[src/rtl/counter3bit_pkg.sv]
// rtl/counter3bit_pkg.sv - shared opcode/state types and default widths for the 3-bit counter controller
package counter3bit_pkg;

    localparam int CNT_W_DEF  = 3;
    localparam int WAIT_W_DEF = 3;

    typedef enum logic [1:0] {
        OP_SAMPLE = 2'b00,
        OP_RESET  = 2'b01,
        OP_SET    = 2'b10,
        OP_LOAD   = 2'b11
    } op_t;

    typedef enum logic [1:0] {
        ST_IDLE   = 2'b00,
        ST_STROBE = 2'b01,
        ST_WAIT   = 2'b10,
        ST_RESP   = 2'b11
    } state_t;

endpackage

[src/rtl/counter3bit_arb.sv]
// rtl/counter3bit_arb.sv - two-requester arbiter; COUNTER3BIT_CTRL_RR_EN selects round-robin, else fixed priority to requester 0
module counter3bit_arb (
`ifdef COUNTER3BIT_CTRL_RR_EN
    input  logic clk,
    input  logic reset_n,
    input  logic i_accept,
`endif
    input  logic i_en,
    input  logic i_valid0,
    input  logic i_valid1,
    output logic o_grant,
    output logic o_ready0,
    output logic o_ready1
);

    logic w_grant;

`ifdef COUNTER3BIT_CTRL_RR_EN
    logic r_ptr;

    // Pointer moves to the requester that lost, so it wins the next tie.
    always_ff @(posedge clk or negedge reset_n) begin
        if (!reset_n) begin
            r_ptr <= 1'b0;
        end else if (i_accept) begin
            r_ptr <= ~w_grant;
        end
    end

    always_comb begin
        w_grant = i_valid1;
        if (i_valid0 && i_valid1) begin
            w_grant = r_ptr;
        end
    end
`else
    assign w_grant = i_valid1 && !i_valid0;
`endif

    assign o_grant  = w_grant;
    assign o_ready0 = i_en && i_valid0 && !w_grant;
    assign o_ready1 = i_en && i_valid1 && w_grant;

endmodule

[src/rtl/counter3bit_ctrl.sv]
// rtl/counter3bit_ctrl.sv - command sequencer and arbiter driving the 3-bit counter strobes; COUNTER3BIT_CTRL_RR_EN enables round-robin
module counter3bit_ctrl
    import counter3bit_pkg::*;
#(
    parameter int CNT_W  = CNT_W_DEF,
    parameter int WAIT_W = WAIT_W_DEF
) (
    input  logic              clk,
    input  logic              reset_n,
    input  logic              req0_valid,
    output logic              req0_ready,
    input  logic [1:0]        req0_op,
    input  logic [WAIT_W-1:0] req0_wait,
    input  logic              req1_valid,
    output logic              req1_ready,
    input  logic [1:0]        req1_op,
    input  logic [WAIT_W-1:0] req1_wait,
    output logic              rsp_valid,
    input  logic              rsp_ready,
    output logic              rsp_id,
    output logic [CNT_W-1:0]  rsp_count,
    output logic              ctr_reset,
    output logic              ctr_set,
    output logic              ctr_load,
    input  logic [CNT_W-1:0]  ctr_count
);

    state_t            r_state;
    state_t            w_state_nxt;
    logic [WAIT_W-1:0] r_wait;
    logic [WAIT_W-1:0] r_wait_cnt;
    logic              r_id;
    logic [CNT_W-1:0]  r_rsp_count;
    logic              r_ctr_reset;
    logic              r_ctr_set;
    logic              r_ctr_load;

    logic              w_idle;
    logic              w_grant;
    logic              w_accept;
    op_t               w_op_sel;
    logic [WAIT_W-1:0] w_wait_sel;

    // Readies are held low while reset is asserted, not just after it.
    assign w_idle     = (r_state == ST_IDLE) && reset_n;
    assign w_accept   = (req0_valid && req0_ready) || (req1_valid && req1_ready);
    assign w_op_sel   = op_t'(w_grant ? req1_op : req0_op);
    assign w_wait_sel = w_grant ? req1_wait : req0_wait;

    counter3bit_arb u_arb (
`ifdef COUNTER3BIT_CTRL_RR_EN
        .clk      (clk),
        .reset_n  (reset_n),
        .i_accept (w_accept),
`endif
        .i_en     (w_idle),
        .i_valid0 (req0_valid),
        .i_valid1 (req1_valid),
        .o_grant  (w_grant),
        .o_ready0 (req0_ready),
        .o_ready1 (req1_ready)
    );

    always_ff @(posedge clk or negedge reset_n) begin
        if (!reset_n) begin
            r_state <= ST_IDLE;
        end else begin
            r_state <= w_state_nxt;
        end
    end

    always_comb begin
        w_state_nxt = r_state;
        case (r_state)
            ST_IDLE: begin
                if (w_accept) begin
                    w_state_nxt = ST_STROBE;
                end
            end
            ST_STROBE: begin
                w_state_nxt = (r_wait != '0) ? ST_WAIT : ST_RESP;
            end
            ST_WAIT: begin
                if (r_wait_cnt == WAIT_W'(1)) begin
                    w_state_nxt = ST_RESP;
                end
            end
            ST_RESP: begin
                if (rsp_ready) begin
                    w_state_nxt = ST_IDLE;
                end
            end
            default: begin
                w_state_nxt = ST_IDLE;
            end
        endcase
    end

    // Strobes are decoded from the accepted op at the accept edge so they are
    // clean registered pulses covering exactly the STROBE cycle.
    always_ff @(posedge clk or negedge reset_n) begin
        if (!reset_n) begin
            r_wait      <= '0;
            r_wait_cnt  <= '0;
            r_id        <= 1'b0;
            r_rsp_count <= '0;
            r_ctr_reset <= 1'b0;
            r_ctr_set   <= 1'b0;
            r_ctr_load  <= 1'b0;
        end else begin
            r_ctr_reset <= w_accept && (w_op_sel == OP_RESET);
            r_ctr_set   <= w_accept && (w_op_sel == OP_SET);
            r_ctr_load  <= w_accept && (w_op_sel == OP_LOAD);
            if (w_accept) begin
                r_id   <= w_grant;
                r_wait <= w_wait_sel;
            end
            if (r_state == ST_STROBE) begin
                r_wait_cnt <= r_wait;
            end else if (r_state == ST_WAIT) begin
                r_wait_cnt <= r_wait_cnt - WAIT_W'(1);
            end
            if ((w_state_nxt == ST_RESP) && (r_state != ST_RESP)) begin
                r_rsp_count <= ctr_count;
            end
        end
    end

    assign rsp_valid = (r_state == ST_RESP);
    assign rsp_id    = r_id;
    assign rsp_count = r_rsp_count;
    assign ctr_reset = r_ctr_reset;
    assign ctr_set   = r_ctr_set;
    assign ctr_load  = r_ctr_load;

endmodule

[config.mk]
export PLATFORM = sky130hd
export DESIGN_NAME = counter3bit_ctrl
export DESIGN_NICKNAME = d
export VERILOG_FILES = /design/src/rtl/counter3bit_pkg.sv /design/src/rtl/counter3bit_arb.sv /design/src/rtl/counter3bit_ctrl.sv
export SDC_FILE = /design/constraint.sdc
export NUM_CORES = 1
export LEC_CHECK = 0
export CAP_MARGIN = 20
export CORE_ASPECT_RATIO = 0.7
export CORE_MARGIN = 5
export CORE_UTILIZATION = 30
export CTS_CLUSTER_DIAMETER = 120
export DETAILED_ROUTE_END_ITERATION = 7
export PLACE_DENSITY = 0.63
export SETUP_SLACK_MARGIN = 0.2
export SLEW_MARGIN = 15
export SYNTH_ARGS = -nofsm -noshare
export SYNTH_HDL_FRONTEND = slang
export SYNTH_SLANG_ARGS = --single-unit
[constraint.sdc]
create_clock -name clk -period 1.86 [get_ports clk]
set_clock_uncertainty 0.15 [all_clocks]
set_input_delay 0.186 -clock clk [delete_from_list [all_inputs] [get_ports clk]]
set_output_delay 0.186 -clock clk [all_outputs]
set_load 0.02 [all_outputs]
# == Yosys cells after proc, flatten, opt, wreduce, memory -nomap -nowiden ==
# Cells that the tools add are included.
# totals
n_memories,0
romBits,0
wordCells,45
register_bits,15
ram_bits,0
inputBits,18
latch_bits,0
# classes
shifts,0
n_mux,9
eq_ne,9
n_mul,0
n_bitwise,0
n_reduce_logical,18
div_mod_pow,0
n_lt_le_gt_ge,0
addsub,1
# ops
op,count
1-bit logical AND,12
2-bit == test (second input constant),5
3-bit 2-to-1 mux,3
2-bit 2-to-1 mux,4
2-bit case mux with 4 select lines,1
2-bit by 1-bit == test with 1-bit output (second input constant),2
3-bit by 1-bit == test with 1-bit output (second input constant),1
3-bit nonzero test,1
3-bit by 1-bit subtractor with 3-bit output (second input constant),1
1-bit zero test,2
2-bit zero test,1
2-bit inequality test (second input constant),1
2-bit nonzero test,1
1-bit logical OR,1
1-bit 2-to-1 mux,1

# == Logic depth before layout (Yosys ltp) ==
# logic_depth
ltp_word,10
depth_mapped,8
depth_no_buf,7

# == Hierarchy ==
# A second synthesis with hierarchy kept.
# hier_totals
cells_unflattened,85
hier_area_um2,885.8
# by_module_without_submodules
module,seq_area_each_um2,cells_per_inst,instances,area_per_inst_um2
counter3bit_ctrl,375.4,82,1,859.6
counter3bit_arb,0.0,3,1,26.3

# == Least setup slack after synthesis ==
# Ideal clock, no wire load.
# synth_path
path_type,register to register
from,register r_state[1]
to,"register r_rsp_count[0], in the netlist rsp_count[0]"
period_less_slack_ns,1.854
t_arrival_ns,1.577
path_slack_ns,0.006
n_path_buf,1
path_stages_with_launch,9
path_cell_list,dfrtp_1 inv_1 ha_1 buf_6 nor4b_4 nor2_1 a32oi_2 nand3b_2 mux2_1
# synth_between
elab_chain_cells,10
elab_cells_between_ends,19
cone_classes,eq/ne: 5; mux: 4; reduce/logical: 10
# synth_rtl
item,line_no,rtl
"start, declared",counter3bit_ctrl.sv:28,state_t r_state;
"start signal, assigned",counter3bit_ctrl.sv:68,r_state <= w_state_nxt;
2-bit zero test,"counter3bit_ctrl.sv:45, counter3bit_ctrl.sv:74",
1-bit logical AND,counter3bit_ctrl.sv:45,assign w_idle = (r_state == ST_IDLE) && reset_n;
1-bit logical AND (on tied branches) (2 in series),"counter3bit_arb.sv:41, counter3bit_arb.sv:42",
1-bit logical AND,counter3bit_ctrl.sv:46,assign w_accept = (req0_valid && req0_ready) || (req1_valid && req1_ready);
1-bit logical OR,counter3bit_ctrl.sv:46,
2-bit 2-to-1 mux,counter3bit_ctrl.sv:76,if (w_accept) begin
2-bit case mux with 4 select lines,counter3bit_ctrl.sv:74,case (r_state)
2-bit == test,counter3bit_ctrl.sv:123,if ((w_state_nxt == ST_RESP) && (r_state != ST_RESP)) begin
1-bit logical AND (*),counter3bit_ctrl.sv:123,
"end signal, assigned",counter3bit_ctrl.sv:124,r_rsp_count <= ctr_count;
"end, declared",counter3bit_ctrl.sv:33,logic [CNT_W-1:0] r_rsp_count;
# Mark *: on every way between the ends. The rest lies on a longest branch, timed or not.
# A chain may end at the register's enable or synchronous reset.

# == Final worst setup path ==
# Ends and elaborated chain as after synthesis.

==> flow_metrics.py <==
metrics = {
    "grt": {
        "total_congestion_overflow_after_global_routing": 0,
        "antenna_found_initial": 0,
        "global_route_wire_length_before_repair_um": 3050,
        "gr-usage-all-layers_pct": 10.4,
        "grt_start_max_net_pins": 13,
        "number_of_global_route_vias_before_repair": 682,
    },
    "yosys": {
        "synth-edff-count": 0,
        "postSynthRegisterBits": 15,
        "post_synth_most_frequent_cells": "15 x sky130_fd_sc_hd__dfrtp_1, 8 x sky130_fd_sc_hd__o21ai_0, 7 x sky130_fd_sc_hd__nand2_1, 6 x sky130_fd_sc_hd__ha_1, 6 x sky130_fd_sc_hd__inv_1",
        "synth_most_common_cell": "sky130_fd_sc_hd__dfrtp_1",
        "yosys.cell_types.count": 30,
        "mappedNetlistNets": 103,
        "ys.warnings.count": 0,
        "syn_area_per_cell_um2": 10.6,
        "ys.flop_type": "sky130_fd_sc_hd__dfrtp_1",
        "synthCells": 79,
        "post-synth-top-area-fraction_pct": 44.6,
        "syn-cell-area_um2": 841,
        "synth.top_cells.by_area": "sky130_fd_sc_hd__dfrtp_1 45%, sky130_fd_sc_hd__ha_1 8.9%, sky130_fd_sc_hd__o21ai_0 4.8%, sky130_fd_sc_hd__mux2_1 4.0%, sky130_fd_sc_hd__mux2i_1 3.6%",
        "synth_top_cell_by_area": "sky130_fd_sc_hd__dfrtp_1",
        "yosysSeqAreaShare_pct": 44.6,
        "postSynth.asyncResetShare_pct": 100,
    },
    "route": {
        "drcViolationCount": 0,
        "route.detailed.wl_per_inst_um": 12.6,
        "post_drt_via_cell_ratio": 4.59,
        "detail-route-antenna-nets": 0,
        "via_count": 725,
        "first_pass_iters": 4,
        "route.final.wire_length_um": 2000,
        "detailedRoute.firstIterationViolations": 16,
    },
    "setup_path": {
        "crit-reg2reg-capture": "rsp_count[0]$_DFFE_PN0P_",
        "cp-end-kind": "flop",
        "r2r-start": "r_state[1]$_DFF_PN0_",
        "reg2reg_setup_slack_ns": 0.002,
        "path_cells": "inv_2, buf_4, ha_4, buf_6, nor2_1, a32oi_2, nand3b_4, mux2_1",
        "cp.arrival_ns": 1.84,
        "cp_max_fo": 5,
        "r2r.worst_path.cells": 8,
        "critical_path.n_buffers_inverters": 3,
        "criticalPathCategory": "flop to flop",
        "crit_path_start": "r_state[1]$_DFF_PN0_",
        "cp_required_ns": 1.84,
        "critical_path.slowest_cell": "sky130_fd_sc_hd__dfrtp_1",
        "critPathLaunchType": "flop",
        "timing.critical_path.max_delay_family": "flip-flops",
        "crit_path_largest_cell_delay_ns": 0.40,
    },
    "sta": {
        "drv_slew": 0,
        "hold_viol_final": 0,
        "clock.fmax_ghz": 0.538,
        "transition_time_at_the_pin_with_the_least_slew_margin_ns": 0.253,
        "finalCritPeriodShare_pct": 99.9,
        "min_period_ns": 1.86,
        "count_of_endpoints_failing_setup_in_the_final_report": 0,
        "fin_ws_ns": 0.00159,
        "worst_slew_margin_rel_pct": 83.1,
        "unrepaired_setup_endpoints_after_global_routing": "true",
    },
    "run": {
        "maxCapViolations": 0,
    },
    "power_and_ir_drop": {
        "power.density_nw_per_um2": 1510,
        "irDropWorstVdd_uv": 552,
        "leakagePower_nw": 0.609,
    },
    "place": {
        "postPlaceCellArea_um2": 1210,
        "globalplace.congestion": 0.830,
        "half_perimeter_wire_length_of_the_detailed_placement_result_um": 1590,
        "io_buffer_count": 27,
        "placement.setup.worst_slack_ns": -0.105,
    },
    "finish": {
        "final_area_um2": 1340,
        "syn_to_final_growth_pct": 58.9,
        "fraction_of_final_layout_cells_sized_beyond_drive_strength_1_pct": 27.9,
        "insertedDiodeCount": 0,
        "fillers": 260,
        "finish.net_count": 147,
        "multi_input_gate_area_in_the_final_layout_um2": 478,
        "layout.area.seq_um2": 377,
    },
    "die": {
        "core_area_um2": 2740,
        "cell_rows": 16,
        "floorplan.die.width_um": 73.3,
        "area_of_the_die_um2": 3980,
        "height_of_the_die_um": 54.3,
        "initial_core_util_pct": 30.7,
        "floorplan.io_pins": 28,
    },
    "min_path": {
        "min-delay-path-class": "input pin to asynchronous set/reset pin",
    },
    "clocking": {
        "cts_tree": "built",
        "numCtsBuffers": 3,
        "cts_num_sinks": 15,
        "cts_htree_levels": 1,
        "clock_tree.buffer_depth": 2,
        "cts_root_buf": "sky130_fd_sc_hd__clkbuf_8",
        "cts.reportedPaths.clkPinSlew_ns": 0.06,
        "worstSkewPairLatency_ns": 0.24,
    },
    "outcome": {
        "status": "completed",
    },
}
## cells by family (layout without fill, tap and decap cells)
| kind of cell | after synthesis | in the layout | synth area share (%) |
|---|---|---|---|
| AOI/OAI and AO/OA | 21 | 21 | 17.1 |
| muxes | 6 | 6 | 7.59 |
| buffers and inverters | 8 | 51 | 4.61 |
| DFF | 15 | 15 | 44.6 |
| and+or+nand+nor | 23 | 23 | 17.1 |
| adders and majority gates | 6 | 6 | 8.93 |
## cell usage in the layout, fill, tap and decap left out, types with 2 or more instances in the layout
cell type	instances
sky130_fd_sc_hd__o211ai_1	2
sky130_fd_sc_hd__nor2_1	5
sky130_fd_sc_hd__or3b_1	2
sky130_fd_sc_hd__ha_4	2
sky130_fd_sc_hd__o21ai_2	2
sky130_fd_sc_hd__inv_1	4
sky130_fd_sc_hd__mux2_4	2
sky130_fd_sc_hd__buf_4	15
sky130_fd_sc_hd__clkdlybuf4s50_1	24
sky130_fd_sc_hd__nand2_1	7
sky130_fd_sc_hd__nand3b_1	2
sky130_fd_sc_hd__a21oi_1	2
sky130_fd_sc_hd__ha_1	4
sky130_fd_sc_hd__dfrtp_1	14
sky130_fd_sc_hd__clkbuf_8	3
sky130_fd_sc_hd__o21ai_0	8
sky130_fd_sc_hd__inv_2	2
sky130_fd_sc_hd__mux2i_1	3
## cell type report
| type | count | area share (%) |
|---|---|---|
| well taps | 36 | 3.37 |
| multi-input cells | 56 | 35.8 |
| clock buffers | 4 | 3.37 |
| inverters | 6 | 1.69 |
| repair buffers | 41 | 27.6 |
| flip-flops and latches | 15 | 28.2 |
## worst max path at each step
stage,endpoint,cells after the start,slack [ns]
after detailed placement,req1_ready,4,-0.11
final,rsp_count[0]$_DFFE_PN0P_,8,0.002
after global routing,rsp_count[0]$_DFFE_PN0P_,7,-0.08
after global placement,req1_ready,4,-0.08
after floorplan,rsp_count[0]$_DFFE_PN0P_,8,0.006
after CTS,rsp_count[2]$_DFFE_PN0P_,7,0.005
## power breakdown
| part | internal [mW] | leakage (nW) | switching [mW] |
|---|---|---|---|
| clock network | 0.152 | 0.0228 | 0.111 |
| registers | 0.468 | 0.187 | 0.107 |
| logic | 0.646 | 0.399 | 0.534 |
## worst register-to-register path, stage by stage (launching register included)
cell and delay (ns):
sky130_fd_sc_hd__dfrtp_1 0.40, sky130_fd_sc_hd__inv_2 0.08, sky130_fd_sc_hd__buf_4 0.11, sky130_fd_sc_hd__ha_4 0.13, sky130_fd_sc_hd__buf_6 0.12, sky130_fd_sc_hd__nor2_1 0.05, sky130_fd_sc_hd__a32oi_2 0.25, sky130_fd_sc_hd__nand3b_4 0.13
sky130_fd_sc_hd__mux2_1 0.32
## metal layers
| metal | GRT usage (%) | wire (µm) | up-vias |
|---|---|---|---|
| li1 | - | - | 366 |
| met1 | 12.8 | 891 | 337 |
| met2 | 16.0 | 936 | 20 |
| met3 | 5.32 | 159 | 2 |
| met4 | 2.76 | 8 | 0 |
| met5 | 0 | 0 | - |
## metrics by stage
step	setup TNS (ns)	utilization, %	hold WS [ns]	total power, mW	std cells
global route	-0.221	48.7	0.267	2.18	158
finish	0	48.7	0.234	2.02	158
detailed placement	-0.475	44.3	0.335	1.55	150
global placement	-0.298	44.3	0.326	1.52	150
CTS	0	48.1	0.243	1.97	156
floorplan	0	-	-0.260	1.17	79
## sequential cells by signal (all words and copies together), names as in the netlist
register and cells:
r_wait 3, ctr_set 1, r_wait_cnt 3, ctr_load 1, ctr_reset 1, rsp_id 1, rsp_count 3, r_state 2
## repair_timing
action	CTS	global route
gates resized for setup	18	9
cloned	0	0
hold endpoints to repair	0	0
pin swaps	1	2
hold buffers	0	0
buffers inserted	2	2
endpoints found under the setup margin	9	12
Note: power is estimated with default switching activity, not from simulation.
